--- src/rtl/bcd_display_if.sv ---
// Handshake and result bundle between the accumulator side and bcd_display.
// master drives the request; slave is the converter.
interface bcd_display_if;
    logic [7:0]  valor;
    logic        start;
    logic        busy;
    logic        done;
    logic [11:0] bcd;

    modport master (
        output valor, start,
        input  busy, done, bcd
    );

    modport slave (
        input  valor, start,
        output busy, done, bcd
    );
endinterface

--- src/rtl/bcd_display.sv ---
// Sequential double-dabble binary-to-BCD converter with muxed 7-seg scan.
// Optional LEADING_ZERO_BLANK_EN blanks leading zero digits on the display.
module bcd_display #(
    parameter int REFRESH_DIV = 50000
) (
    input  logic              clock,
    input  logic              reset,
    bcd_display_if.slave      bus,
    output logic [6:0]        seg,
    output logic [2:0]        an
);

    typedef enum logic [1:0] {IDLE, SHIFT, DONE} state_t;

    localparam int CW = (REFRESH_DIV > 1) ? $clog2(REFRESH_DIV) : 1;

    state_t      state, state_n;
    logic [19:0] sr, sr_n, adj;
    logic [3:0]  cnt, cnt_n;
    logic [11:0] bcd_q, bcd_n;
    logic        done_q, done_n;

    logic [CW-1:0] scnt, scnt_n;
    logic [1:0]    idx, idx_n;
    logic          wrap;
    logic [3:0]    nib;
    logic [2:0]    an_n;
    logic [6:0]    seg_n;
    logic          blank;

    function automatic logic [3:0] add3(input logic [3:0] n);
        return (n >= 4'd5) ? n + 4'd3 : n;
    endfunction

    function automatic logic [6:0] dec7(input logic [3:0] n);
        case (n)
            4'd0:    return 7'b1000000;
            4'd1:    return 7'b1111001;
            4'd2:    return 7'b0100100;
            4'd3:    return 7'b0110000;
            4'd4:    return 7'b0011001;
            4'd5:    return 7'b0010010;
            4'd6:    return 7'b0000010;
            4'd7:    return 7'b1111000;
            4'd8:    return 7'b0000000;
            4'd9:    return 7'b0010000;
            default: return 7'b1111111;
        endcase
    endfunction

    assign adj = {add3(sr[19:16]), add3(sr[15:12]),
                  add3(sr[11:8]), sr[7:0]};

    always_comb begin
        state_n = state;
        sr_n    = sr;
        cnt_n   = cnt;
        bcd_n   = bcd_q;
        done_n  = 1'b0;
        unique case (state)
            IDLE: begin
                if (bus.start) begin
                    sr_n    = {12'h000, bus.valor};
                    cnt_n   = 4'd0;
                    state_n = SHIFT;
                end
            end
            SHIFT: begin
                sr_n  = {adj[18:0], 1'b0};
                cnt_n = cnt + 4'd1;
                if (cnt == 4'd7) begin
                    bcd_n   = sr_n[19:8];
                    done_n  = 1'b1;
                    state_n = DONE;
                end
            end
            default: state_n = IDLE;
        endcase
    end

    always_ff @(posedge clock or posedge reset) begin
        if (reset) begin
            state  <= IDLE;
            sr     <= '0;
            cnt    <= '0;
            bcd_q  <= '0;
            done_q <= 1'b0;
        end else begin
            state  <= state_n;
            sr     <= sr_n;
            cnt    <= cnt_n;
            bcd_q  <= bcd_n;
            done_q <= done_n;
        end
    end

    assign bus.busy = (state != IDLE);
    assign bus.done = done_q;
    assign bus.bcd  = bcd_q;

    // an/seg are computed from the next index so both move on the wrap edge
    assign wrap   = (scnt == CW'(REFRESH_DIV - 1));
    assign scnt_n = wrap ? '0 : scnt + 1'b1;

    always_comb begin
        idx_n = idx;
        if (wrap) idx_n = (idx == 2'd2) ? 2'd0 : idx + 2'd1;
    end

    always_comb begin
        nib  = bcd_q[3:0];
        an_n = 3'b110;
        unique case (idx_n)
            2'd0: begin nib = bcd_q[3:0];  an_n = 3'b110; end
            2'd1: begin nib = bcd_q[7:4];  an_n = 3'b101; end
            default: begin nib = bcd_q[11:8]; an_n = 3'b011; end
        endcase
`ifdef LEADING_ZERO_BLANK_EN
        blank = ((idx_n == 2'd2) && (bcd_q[11:8] == 4'd0)) ||
                ((idx_n == 2'd1) && (bcd_q[11:4] == 8'd0));
`else
        blank = 1'b0;
`endif
        seg_n = blank ? 7'b1111111 : dec7(nib);
    end

    always_ff @(posedge clock or posedge reset) begin
        if (reset) begin
            scnt <= '0;
            idx  <= 2'd0;
            an   <= 3'b110;
            seg  <= 7'b1000000;
        end else begin
            scnt <= scnt_n;
            idx  <= idx_n;
            an   <= an_n;
            seg  <= seg_n;
        end
    end

endmodule

--- src/flat_wrapper.sv ---
// flat-port wrapper written by rule: the top's interface ports become plain ports
module bcd_display_flat 
#(
    parameter int REFRESH_DIV = 50000
)
  (clock, reset, seg, an, bus_valor, bus_start, bus_busy, bus_done, bus_bcd);
  bcd_display_if bus_i ();
  input  logic clock;
  input  logic reset;
  output logic [6:0] seg;
  output logic [2:0] an;
  input wire logic [$bits(bus_i.valor)-1:0] bus_valor;
  input wire logic [$bits(bus_i.start)-1:0] bus_start;
  output wire logic [$bits(bus_i.busy)-1:0] bus_busy;
  output wire logic [$bits(bus_i.done)-1:0] bus_done;
  output wire logic [$bits(bus_i.bcd)-1:0] bus_bcd;
  assign bus_i.valor = bus_valor;
  assign bus_i.start = bus_start;
  assign bus_busy = bus_i.busy;
  assign bus_done = bus_i.done;
  assign bus_bcd = bus_i.bcd;
  bcd_display #(.REFRESH_DIV(REFRESH_DIV)) u_core (.clock(clock), .reset(reset), .bus(bus_i), .seg(seg), .an(an));
endmodule
--- config.mk ---
export PLATFORM = sky130hd
export DESIGN_NAME = bcd_display_flat
export DESIGN_NICKNAME = d
export VERILOG_FILES = /design/src/rtl/bcd_display_if.sv /design/src/rtl/bcd_display.sv /design/src/flat_wrapper.sv
export SDC_FILE = /design/constraint.sdc
export NUM_CORES = 1
export LEC_CHECK = 0
export BUFFER_PORTS_ARGS = -buffer_cell sky130_fd_sc_hd__buf_2
export CAP_MARGIN = 20
export CORE_MARGIN = 4
export CORE_UTILIZATION = 45
export CTS_CLUSTER_DIAMETER = 200
export CTS_CLUSTER_SIZE = 24
export DETAILED_ROUTE_END_ITERATION = 16
export GPL_TIMING_DRIVEN = 1
export PLACE_DENSITY_LB_ADDON = 0.1
export SYNTH_ARGS = -nofsm -noshare
export SYNTH_HDL_FRONTEND = slang
export SYNTH_SLANG_ARGS = --single-unit
--- constraint.sdc ---
create_clock -name clock -period 2.7 [get_ports clock]
set_input_delay 0 -clock clock [delete_from_list [all_inputs] [get_ports clock]]
set_output_delay 0 -clock clock [all_outputs]
set_load 0.1 [all_outputs]
* After elaboration in Yosys (flattened, before gate mapping)
Memory sizes are Yosys's and may differ from the RTL's. A register that Yosys moved wholly into a read port is not among the register bits.
Index checks and enable logic that the tools add are counted.
** Storage, ports and cells
- Bits in registers :: 60
- Memory bits (read-only) :: 112
- Output and inout port bits :: 24
- Memories kept :: 1
** Memory list
- (no name shown) :: depth 16, bits a word 7, rd ports 1, clocked after memory_dff 1, write ports 0, RTL line bcd_display.sv:36 : case (n)
** Operators by class
- Add/subtract/negate cells :: 6
- $lt $le $gt $ge :: 3
- Equal/unequal tests :: 7
- Multiplexer cells :: 17
- Reduce and logical (&&, ||, !) cells :: 7
** Operator list (number)
- 20-bit case mux with 2 select lines :: 1
- 20-bit 2-to-1 mux :: 1
- 16-bit by 1-bit adder with 16-bit output (second input constant) :: 1
- 16-bit equality test (second input constant) :: 1
- 16-bit 2-to-1 mux :: 1
- 4-bit case mux with 2 select lines :: 2
- 4-bit by 3-bit greater-or-equal comparator with 1-bit output (second input constant) :: 3
- 4-bit 2-to-1 mux :: 3
- 4-bit by 2-bit adder with 4-bit output (second input constant) :: 2
- 2-bit 2-to-1 mux :: 4
- 3-bit case mux with 2 select lines :: 1
- 2-bit AND reduction :: 3
- 4-bit by 1-bit adder with 4-bit output (second input constant) :: 1
- 2-bit by 1-bit equality test with 1-bit output (second input constant) :: 2
- 4-bit by 3-bit equality test with 1-bit output (second input constant) :: 1
- 2-bit logical NOT :: 2
- 2-bit case mux with 2 select lines :: 1
- 2-bit nonzero test :: 2
- 3-bit by 2-bit adder with 3-bit output (second input constant) :: 1
- 3-bit 2-to-1 mux :: 1
- 2-bit by 1-bit adder with 2-bit output (second input constant) :: 1
- 2-bit equality test (second input constant) :: 1
- 1-bit 2-to-1 mux :: 2
- 2-bit by 1-bit != test with 1-bit output (second input constant) :: 1
- 2-bit != test (second input constant) :: 1

* Depth between registers and ports, before layout
Gate-level depths: netlist of run 1.
- Depth after elaboration :: 5
- Mapped depth :: 10

* Worst setup path before layout of run 1
Ideal clock, no wire load.
- Path kind :: reg-to-reg
- From :: register u_core.scnt[0]
- To :: register u_core.seg[3]
- Setup time :: 0.126 ns
- Data arrival time :: 2.386 ns
- Required time :: 2.574 ns
- Path slack :: 0.188 ns
- Stages on the path, launching flop included :: 9
- Cell sequence :: dfrtp_1 > ha_1 > and3_1 > nand4_2 > mux2_2 > a211oi_4 > inv_1 > ha_1 > a221o_1
** On the way
- Longest elaborated chain between the ends :: 4
- Elaborated cells on any way between the ends :: 5
- Those cells by class :: 2 x eq/ne; 2 x mux; 1 x reduce/logical
** Ends and longest elaborated chain
- start, declared :: RTL line bcd_display.sv:23 : logic [CW-1:0] scnt, scnt_n;
- start signal, assigned :: RTL line bcd_display.sv:134 : scnt <= scnt_n;
- 16-bit equality test (*) :: RTL line bcd_display.sv:102 : assign wrap = (scnt == CW'(REFRESH_DIV - 1));
- 2-bit 2-to-1 mux (*) :: RTL line bcd_display.sv:107 : if (wrap) idx_n = (idx == 2'd2) ? 2'd0 : idx + 2'd1;
- 2-bit by 1-bit equality test with 1-bit output / 2-bit logical NOT (equally long branches) :: RTL line bcd_display.sv:113 : unique case (idx_n)
- 4-bit case mux with 2 select lines (*) :: RTL line bcd_display.sv:113
- end, declared :: RTL line bcd_display.sv:9 : output logic [6:0] seg,
Mark *: on every way between the ends. The rest lies on a longest branch, timed or not.
A chain may end at the register's enable or synchronous reset.

* Worst setup path in the final report of run 1
- From :: register u_core.scnt[0]
- To :: register u_core.seg[5]
Same word-level chain as after synthesis.

==> results of run 1 <==
worst max-delay path: stages (launching register included):
cell and delay [ns]:
dfrtp_1 0.41, ha_1 0.23, and3_1 0.25, nand4_2 0.15, mux2_2 0.36, a211oi_2 0.38
inv_1 0.08, ha_1 0.21, o32a_1 0.34
what timing repair did:
item	4_1_cts	5_1_grt
endpoints found under the hold margin	64	0
hold buffers	1	0
setup buffers	0	0
synthesized netlist by cell type (2+ instances only):
cell      count
or3b_2        2
nor3_1        6
a221o_1       2
a31oi_1       4
nor2b_1       6
xnor2_1       7
mux2_2        5
nand2b_1      5
clkbuf_1      9
nand2_1      60
and3_1        5
mux2i_1       4
and4_1        2
xor2_1        9
a21oi_1      22
nand3_1       4
dfstp_2       3
dfrtp_1      64
a22o_1        6
o21ai_0      29
nor2_1       19
inv_1        15
a211oi_4      2
and2_1        3
ha_1         11
nor3b_1       9
sequential cells by signal (all words and copies together) (netlist names):
| register | flops |
|---|---|
| u_core.idx | 2 |
| u_core.sr | 20 |
| u_core.seg | 7 |
| u_core.bus.done | 1 |
| u_core.scnt | 16 |
| u_core.cnt | 4 |
| u_core.an | 3 |
| u_core.bus.bcd | 12 |
| u_core.state | 2 |
per-layer routing:
layer  GRT usage  vias up  wire, um
met3      0.0481        8       279
met2       0.278       42      3200
met1       0.216     1152      3110
met5           0        -         0
li1            -     1235         -
met4      0.0650        0        96
metrics by stage:
| stage | total power [mW] | setup slack, ns | utilization |
|---|---|---|---|
| 2_1_floorplan | 3.62 | 0.188 | - |
| 5_1_grt | 5.25 | 0.00248 | 0.533 |
| 3_5_place_dp | 4.11 | 0.192 | 0.505 |
| 3_3_place_gp | 4.08 | 0.231 | 0.505 |
| 6_report | 4.90 | 0.166 | 0.533 |
| 4_1_cts | 4.95 | 0.164 | 0.533 |
cells by family (layout without fill, tap and decap cells):
kind of cell / after synthesis / in the layout
adders and majority gates: 11 / 11
buffers and inverters: 29 / 75
AOI/OAI and AO/OA: 74 / 74
DFF: 67 / 67
and+or+nand+nor: 128 / 128
muxes: 11 / 11
xor gates and xnor gates: 16 / 16
power by group through the flow:
stage	logic, mW	registers (mW)	clock network [mW]
2_1_floorplan	1.11	2.52	0
3_3_place_gp	2.48	1.60	0
3_5_place_dp	2.50	1.61	0
4_1_cts	2.51	1.60	0.845
5_1_grt	2.72	1.64	0.892
6_report	2.49	1.59	0.817
layout make-up:
cell class / count / area, um^2
Inverter: 16 / 60.1
Tap cell: 99 / 124
Timing Repair Buffer: 43 / 253
Clock buffer: 13 / 149
Fill cell: 682 / 3370
Sequential cell: 67 / 1680
Multi-Input combinational cell: 240 / 1540
Clock inverter: 3 / 40.0
worst paths after layout:
| path | start | end | slack [ns] | cells past startpoint |
|---|---|---|---|---|
| min | bus_valor[0] | u_core.sr[0]$_DFFE_PP0P_ | 0.05 | 5 |
| max | u_core.scnt[0]$_DFF_PP0_ | u_core.seg[5]$_DFF_PP0_ | 0.17 | 8 |
| min reg2reg | u_core.sr[2]$_DFFE_PP0P_ | u_core.sr[2]$_DFFE_PP0P_ | 0.48 | 2 |
| max in group asynchronous | reset | u_core.seg[6]$_DFF_PP1_ | 2.08 | 4 |
| min in group asynchronous | reset | u_core.scnt[6]$_DFF_PP0_ | 0.28 | 4 |
| max reg2reg | u_core.scnt[0]$_DFF_PP0_ | u_core.seg[5]$_DFF_PP0_ | 0.17 | 8 |
==> impl_metrics.env, run 1 <==
export IMPL_status="finished, final reports clean"
export IMPL_synth_compound_area_frac=0.143
export IMPL_pin_count=35
export IMPL_fin_area_mm2=0.00384
export IMPL_finClkSkew_ns=0.0133
export IMPL_die_x_um=94.1
export IMPL_yosys_warnings=0
export IMPL_post_cts_resized=0
export IMPL_syn_nets=358
export IMPL_insertion_delay_ns=0.34
export IMPL_synth_top_family_by_area="simple AND/OR/NAND/NOR gates"
export IMPL_layout_min_cycle_time_ns=2.53
export IMPL_switching_share=0.499
export IMPL_first_pass_iters=4
export IMPL_p_int_mw=2.45
export IMPL_synth_area_leader_cell="dfrtp_1"
export IMPL_synthAdderAreaFrac=0.0412
export IMPL_io_buffers=34
export IMPL_place_congestion=0.825
export IMPL_synthDistinctLibCells=49
export IMPL_finalNonFillerCells=481
export IMPL_first_iter_violations=49
export IMPL_cts_made_buffers=9
export IMPL_grt_pass1_vias=2485
export IMPL_cp_end_kind="register"
export IMPL_placed_area_mm2=0.00364
export IMPL_max_cap_violations=0
export IMPL_synthToLayoutAreaGrowth_pct=15.1
export IMPL_synth_avg_cell_area_um2=9.94
export IMPL_ys_seq_area_frac=0.503
export IMPL_clock_sinks=67
export IMPL_rsz0062_at_grt="false"
export IMPL_synth_edf_count=0
export IMPL_clk_pin_slew_worst_paths_ns=0.08
export IMPL_synth_simple_gate_area_share=0.197
export IMPL_avgViaCountPerCell=5.07
export IMPL_synth_seq_cells=67
export IMPL_track_usage=0.171
export IMPL_fin_nets=399
export IMPL_async_flop_share=1.00
export IMPL_hold_ws_ns=0.0470
export IMPL_antenna_left=0
export IMPL_synth_mux_area_frac=0.0375
export IMPL_vias=2437
export IMPL_hold_violations=0
export IMPL_finalSetupTns_ns=0
export IMPL_yosysTopAreaCellShare=0.480
export IMPL_seqPwrFrac=0.325
export IMPL_rows=31
export IMPL_cts_buffer_depth=2
export IMPL_postSynthCellCount=336
export IMPL_grt_pass1_wl_um=11700
export IMPL_ys_flop_type="dfrtp_1"
export IMPL_powerDensity_mw_per_mm2=1270
export IMPL_antenna_found_initial=0
export IMPL_slew_headroom=0.656
export IMPL_overflow=0
export IMPL_power_switching_mw=2.44
export IMPL_p_leak_nw=1.87
export IMPL_fmax_mhz=395
export IMPL_required_ns=2.93
export IMPL_p_clk_frac=0.167
export IMPL_report_final_slew_viol_count=0
export IMPL_irDropWorstVdd_mv=0.571
export IMPL_fin_crit_sh=0.938
export IMPL_synth_xor_area_frac=0.0420
export IMPL_path_max_fanout=5
export IMPL_drc=0
export IMPL_layout_commonest_cell="dfrtp_1"
export IMPL_layout_common_cells="dfrtp_1 (64), nand2_1 (60), buf_2 (34), o21ai_0 (29), a21oi_1 (22)"
export IMPL_post_route_cells_drive_above_1_share=0.209
export IMPL_post_dp_hpwl_um=4480
export IMPL_netlist_area_mm2=0.00334
export IMPL_hold_class="input port to register"
export IMPL_die_area_mm2=0.00886
export IMPL_core_area_mm2=0.00721
export IMPL_cts_tree="yes"
export IMPL_timing_worst_setup_path_type="register to register"
export IMPL_p_comb_frac=0.508
export IMPL_arrival_ns=2.76
export IMPL_synth_area_leaders="dfrtp_1 (48%), nand2_1 (6.7%), o21ai_0 (4.3%)"
export IMPL_wl_per_cell_um=13.9
export IMPL_n_antenna_cell=0
export IMPL_die_y_um=94.1
export IMPL_placed_cells=464
export IMPL_routed_wl_um=6690
export IMPL_grt_max_degree=68
export IMPL_start_util=0.463
export IMPL_worstMarginPinSlew_ns=0.515
export IMPL_ctsHtreeMaxLevel=3
export IMPL_cts_root_buf="clkbuf_8"
export IMPL_finalSetupViolations=0
export IMPL_start_kind="register"
No activity file was read; power rests on OpenSTA's default activity.
==> run 2: changes to the inputs <==
--- a/config.mk
+++ b/config.mk
@@ -14,5 +14,5 @@
 export DETAILED_ROUTE_END_ITERATION = 16
 export GPL_TIMING_DRIVEN = 1
-export PLACE_DENSITY_LB_ADDON = 0.1
+export PLACE_DENSITY = 0.68
 export SYNTH_ARGS = -nofsm -noshare
 export SYNTH_HDL_FRONTEND = slang
==> constraint.sdc (replaced) <==
create_clock -name clock -period 2.7 [get_ports clock]
set_input_delay 0.405 -clock clock [delete_from_list [all_inputs] [get_ports clock]]
set_output_delay 0.405 -clock clock [all_outputs]
set_load 0.1 [all_outputs]
==> impl_metrics.env, run 2 (same netlist as run 1, synthesis figures left out) <==
export IMPL_slew_headroom=0.636
export IMPL_arrival_ns=2.74
export IMPL_path_buf_inv=0
export IMPL_fin_util=0.539
export IMPL_die_y_um=94.1
export IMPL_first_pass_iters=4
export IMPL_reg2reg_from="u_core.scnt[0]$_DFF_PP0_"
export IMPL_synthToLayoutAreaGrowth_pct=16.4
export IMPL_holdBufCountCts=0
export IMPL_slowest_delay_ns=0.40
export IMPL_insertion_delay_ns=0.34
export IMPL_hold_ws_ns=0.110
export IMPL_post_dp_hpwl_um=4720
export IMPL_worstMarginPinSlew_ns=0.545
export IMPL_crit_chain="ha_1 -> and3_1 -> and4_4 -> mux2i_2 -> o211ai_2 -> nor2b_1 -> a221o_1"
export IMPL_cts_root_buf="clkbuf_8"
export IMPL_rsz0062_at_grt="false"
export IMPL_cts_tree="yes"
export IMPL_max_cap_violations=0
export IMPL_clk_pin_slew_worst_paths_ns=0.08
export IMPL_wl_per_cell_um=13.8
export IMPL_track_usage=0.162
export IMPL_cp_end_kind="register"
export IMPL_required_ns=2.93
export IMPL_finalSetupTns_ns=0
export IMPL_n_antenna_cell=0
export IMPL_antenna_left=0
export IMPL_start_util=0.463
export IMPL_grt_pass1_vias=2331
export IMPL_layout_min_cycle_time_ns=2.51
export IMPL_placed_cells=463
export IMPL_critPathSlowestCell="dfrtp_1"
export IMPL_largest_register="u_core.sr"
export IMPL_fmax_mhz=398
export IMPL_rr_endpoint="u_core.seg[3]$_DFF_PP0_"
export IMPL_routed_wl_um=6640
export IMPL_overflow=0
export IMPL_first_iter_violations=121
export IMPL_report_final_slew_viol_count=0
export IMPL_rows=31
export IMPL_rr_worst_depth=7
export IMPL_fin_nets=398
export IMPL_pin_count=35
export IMPL_core_area_mm2=0.00721
export IMPL_grt_pass1_wl_um=11100
export IMPL_grt_max_degree=45
export IMPL_start_kind="register"
export IMPL_cts_made_buffers=9
export IMPL_die_x_um=94.1
export IMPL_vias=2502
export IMPL_irDropWorstVdd_mv=0.570
export IMPL_p_leak_nw=1.88
export IMPL_status="finished, final reports clean"
export IMPL_largest_reg_flops=20
export IMPL_die_area_mm2=0.00886
export IMPL_hold_class="input port to async pin"
export IMPL_drc=0
export IMPL_post_route_cells_drive_above_1_share=0.215
export IMPL_avgViaCountPerCell=5.21
export IMPL_powerDensity_mw_per_mm2=1310
export IMPL_finClkSkew_ns=0.0119
export IMPL_finalSetupViolations=0
export IMPL_cts_buffer_depth=2
export IMPL_layout_commonest_cell="dfrtp_1"
export IMPL_path_max_fanout=14
export IMPL_layout_common_cells="dfrtp_1 (64), nand2_1 (60), buf_2 (34), o21ai_0 (29), a21oi_1 (22)"
export IMPL_r2r_slack_ns=0.19
export IMPL_antenna_found_initial=0
export IMPL_cpLargestDelayFamily="simple AND/OR/NAND/NOR gates"
export IMPL_finalNonFillerCells=480
export IMPL_io_buffers=34
export IMPL_fin_crit_sh=0.931
export IMPL_hold_violations=0
export IMPL_clock_sinks=67
export IMPL_timing_worst_setup_path_type="register to register"
export IMPL_place_congestion=0.787
export IMPL_ctsHtreeMaxLevel=3
==> run 2: cell count changes in the layout (fill, tap and decap cells not counted), sizes merged <==
cell | before | now
clkinv | 2 | 1
clkinvlp | 0 | 2
clkbuf | 13 | 10
bufinv | 1 | 3
dlygate4sd3 | 1 | 0
==> run 2: area by class of cell <==
| cell class | count | area (um^2) |
|---|---|---|
| flip-flops and latches | 67 | 1680 |
| well taps | 99 | 124 |
| fillers | 647 | 3330 |
| repair buffers | 42 | 243 |
| clock inverters | 6 | 114 |
| inverters | 16 | 60.1 |
| multi-input cells | 240 | 1540 |
| clock buffers | 10 | 128 |
==> run 2: worst max-delay path by stage <==
stage | from | end | depth (start not counted)
2_1_floorplan | u_core.scnt[0]$_DFF_PP0_ | u_core.seg[3]$_DFF_PP0_ | 8
3_3_place_gp | u_core.scnt[0]$_DFF_PP0_ | u_core.seg[3]$_DFF_PP0_ | 7
3_5_place_dp | u_core.scnt[0]$_DFF_PP0_ | u_core.seg[3]$_DFF_PP0_ | 7
4_1_cts | u_core.scnt[0]$_DFF_PP0_ | u_core.seg[3]$_DFF_PP0_ | 7
5_1_grt | u_core.scnt[0]$_DFF_PP0_ | u_core.seg[5]$_DFF_PP0_ | 8
6_report | u_core.scnt[0]$_DFF_PP0_ | u_core.seg[3]$_DFF_PP0_ | 7
==> run 2: routing by layer <==
layer / global-route usage / share of wire / up-vias / wire, um
li1: - / - / 1230 / -
met1: 0.208 / 0.45 / 1208 / 3000
met2: 0.261 / 0.48 / 58 / 3210
met3: 0.0537 / 0.055 / 6 / 366
met4: 0.0433 / 0.010 / 0 / 68
met5: 0 / 0 / - / 0
==> run 2: through the flow <==
stage               area, um^2  setup slack, ns  total power, mW
floorplan                 3340            0.188             3.62
detailed placement        3640            0.107             4.11
global placement          3640            0.245             4.05
finish                    3880            0.185             5.10
CTS                       3880            0.106             5.14
global route              3880          0.00629             5.41
==> run 2: what timing repair did <==
item / in CTS / in global routing
buffers inserted: 0 / 1
gates resized for setup: 0 / 0
endpoints found under the setup margin: 0 / 3
==> run 2: where the power goes <==
group	total, mW	internal, mW	switching, mW
Sequential	1.59	1.32	0.274
Clock	1.00	0.615	0.386
Combinational	2.50	0.689	1.81
Total	5.10	2.62	2.47
==> run 2: worst reg2reg max path, stage by stage (launching register included) <==
cell and delay [ns]:
dfrtp_1 0.40, ha_1 0.20, and3_1 0.27, and4_4 0.36
mux2i_2 0.37, o211ai_2 0.23, nor2b_1 0.23, a221o_1 0.35
==> run 3: changes to the inputs <==
CORE_UTILIZATION = 40   (was 45)
PLACE_DENSITY = 0.62   (was 0.68)
==> impl_metrics.env, run 3 (same netlist as run 1, synthesis figures left out) <==
export IMPL_largest_register="u_core.sr"
export IMPL_critPathSlowestCell="dfrtp_1"
export IMPL_first_iter_violations=123
export IMPL_status="finished, final reports clean"
export IMPL_placed_area_mm2=0.00365
export IMPL_routed_wl_um=6780
export IMPL_report_final_slew_viol_count=0
export IMPL_die_y_um=99.4
export IMPL_n_antenna_cell=0
export IMPL_ctsHtreeMaxLevel=3
export IMPL_fin_area_mm2=0.00386
export IMPL_wl_per_cell_um=13.9
export IMPL_worstMarginPinSlew_ns=0.528
export IMPL_post_dp_hpwl_um=4860
export IMPL_path_max_fanout=5
export IMPL_finClkSkew_ns=0.0120
export IMPL_pin_count=35
export IMPL_post_route_cells_drive_above_1_share=0.220
export IMPL_worstSetupEndpoint="u_core.seg[5]$_DFF_PP0_"
export IMPL_cts_buffer_depth=2
export IMPL_finalSetupTns_ns=0
export IMPL_io_buffers=34
export IMPL_grtUsageMet3=0.0259
export IMPL_hold_class="input port to async pin"
export IMPL_clk_pin_slew_worst_paths_ns=0.07
export IMPL_antenna_found_initial=0
export IMPL_hold_violations=0
export IMPL_fmax_mhz=407
export IMPL_clock_sinks=67
export IMPL_irDropWorstVdd_mv=0.452
export IMPL_cp_num_cells=8
export IMPL_start_kind="register"
export IMPL_timing_worst_setup_path_type="register to register"
export IMPL_grt_pass1_vias=2428
export IMPL_use_met1=0.202
export IMPL_finalSetupViolations=0
export IMPL_start_util=0.408
export IMPL_vias=2548
export IMPL_fin_crit_sh=0.909
export IMPL_rr_endpoint="u_core.seg[5]$_DFF_PP0_"
export IMPL_post_cts_resized=0
export IMPL_layout_common_cells="dfrtp_1 (64), nand2_1 (60), buf_2 (34), o21ai_0 (29), a21oi_1 (22)"
export IMPL_max_cap_violations=0
export IMPL_slowest_delay_ns=0.41
export IMPL_reg2reg_from="u_core.scnt[0]$_DFF_PP0_"
export IMPL_drc=0
export IMPL_cp_common_cell="ha_1"
export IMPL_largest_reg_flops=20
export IMPL_finalNonFillerCells=487
export IMPL_antenna_left=0
export IMPL_arrival_ns=2.68
export IMPL_cp_end_kind="register"
export IMPL_overflow=0
export IMPL_post_cts_setup_buffers=0
export IMPL_placed_cells=471
export IMPL_cts_tree="yes"
export IMPL_path_buf_inv=1
export IMPL_core_area_mm2=0.00818
export IMPL_p_leak_nw=1.87
export IMPL_first_pass_iters=4
export IMPL_rsz0062_at_grt="false"
export IMPL_gr_usage_met2=0.227
export IMPL_cts_root_buf="clkbuf_8"
export IMPL_layout_min_cycle_time_ns=2.45
export IMPL_r2r_slack_ns=0.25
export IMPL_insertion_delay_ns=0.34
export IMPL_cts_made_buffers=9
export IMPL_slew_headroom=0.647
export IMPL_cpLargestDelayFamily="compound AO/OA/AOI/OAI gates"
export IMPL_die_x_um=99.4
export IMPL_place_congestion=0.793
export IMPL_grt_pass1_wl_um=11500
export IMPL_grt_max_degree=36
export IMPL_crit_chain="ha_1 -> and3_1 -> nand4_2 -> mux2_2 -> a211oi_2 -> inv_1 -> ha_1 -> o32a_1"
export IMPL_fin_nets=399
export IMPL_hold_ws_ns=0.159
export IMPL_startpoint="u_core.scnt[0]$_DFF_PP0_"
export IMPL_layout_commonest_cell="dfrtp_1"
export IMPL_avgViaCountPerCell=5.23
export IMPL_top_usage_layer="met2"
export IMPL_holdBufCountCts=0
export IMPL_synthToLayoutAreaGrowth_pct=15.6
export IMPL_rows=33
export IMPL_track_usage=0.145
export IMPL_fin_util=0.472
export IMPL_required_ns=2.92
export IMPL_rr_worst_depth=8
export IMPL_powerDensity_mw_per_mm2=1290
export IMPL_die_area_mm2=0.00987
-- run 3: cell count changes in the layout (fill, tap and decap cells not counted), sizes merged --
cell      delta
clkbuf       +2
buf          +1
bufinv       -2
clkinv       +1
clkinvlp     -1
-- run 3: worst min path at each step --
stage | start | end | slack, ns | cells after the start
floorplan | u_core.scnt[0]$_DFF_PP0_ | u_core.scnt[0]$_DFF_PP0_ | 0.44 | 1
global placement | u_core.scnt[0]$_DFF_PP0_ | u_core.scnt[0]$_DFF_PP0_ | 0.46 | 1
detailed placement | u_core.sr[6]$_DFFE_PP0P_ | u_core.sr[6]$_DFFE_PP0P_ | 0.47 | 2
CTS | reset | u_core.sr[0]$_DFFE_PP0P_ | 0.17 | 3
global route | reset | u_core.sr[0]$_DFFE_PP0P_ | 0.21 | 3
finish | reset | u_core.sr[0]$_DFFE_PP0P_ | 0.16 | 3
-- run 3: through the flow --
stage          worst slack, ns  total power [mW]
3_5_place_dp             0.252              4.14
6_report                 0.245              4.96
2_1_floorplan            0.188              3.62
3_3_place_gp             0.277              4.07
4_1_cts                  0.225              5.02
5_1_grt                 0.0643              5.28
-- run 3: layer usage --
layer  vias up  part of all wire
li1       1232                 -
met1      1239              0.48
met2        65              0.46
met3        12             0.044
met4         0             0.017
met5         -                 0
-- run 3: area by class of cell --
type	count	area [um^2]
clock inverter	4	47.5
sequential	67	1680
timing repair buffer	43	238
tap	105	131
multi-input combinational	240	1540
fill	784	4320
inverter	16	60.1
clock buffer	12	165
-- run 3: power breakdown --
part / internal (mW) / leakage [nW] / switching (mW) / total (mW)
clock: 0.499 / 0.108 / 0.373 / 0.872
sequential: 1.32 / 0.850 / 0.273 / 1.59
combinational: 0.680 / 0.916 / 1.82 / 2.50
total: 2.50 / 1.87 / 2.46 / 4.96
-- run 3: worst min-delay path: cells and delay by family --
family / cells / cell delay, ns
buf+inv: 3 / 0.50
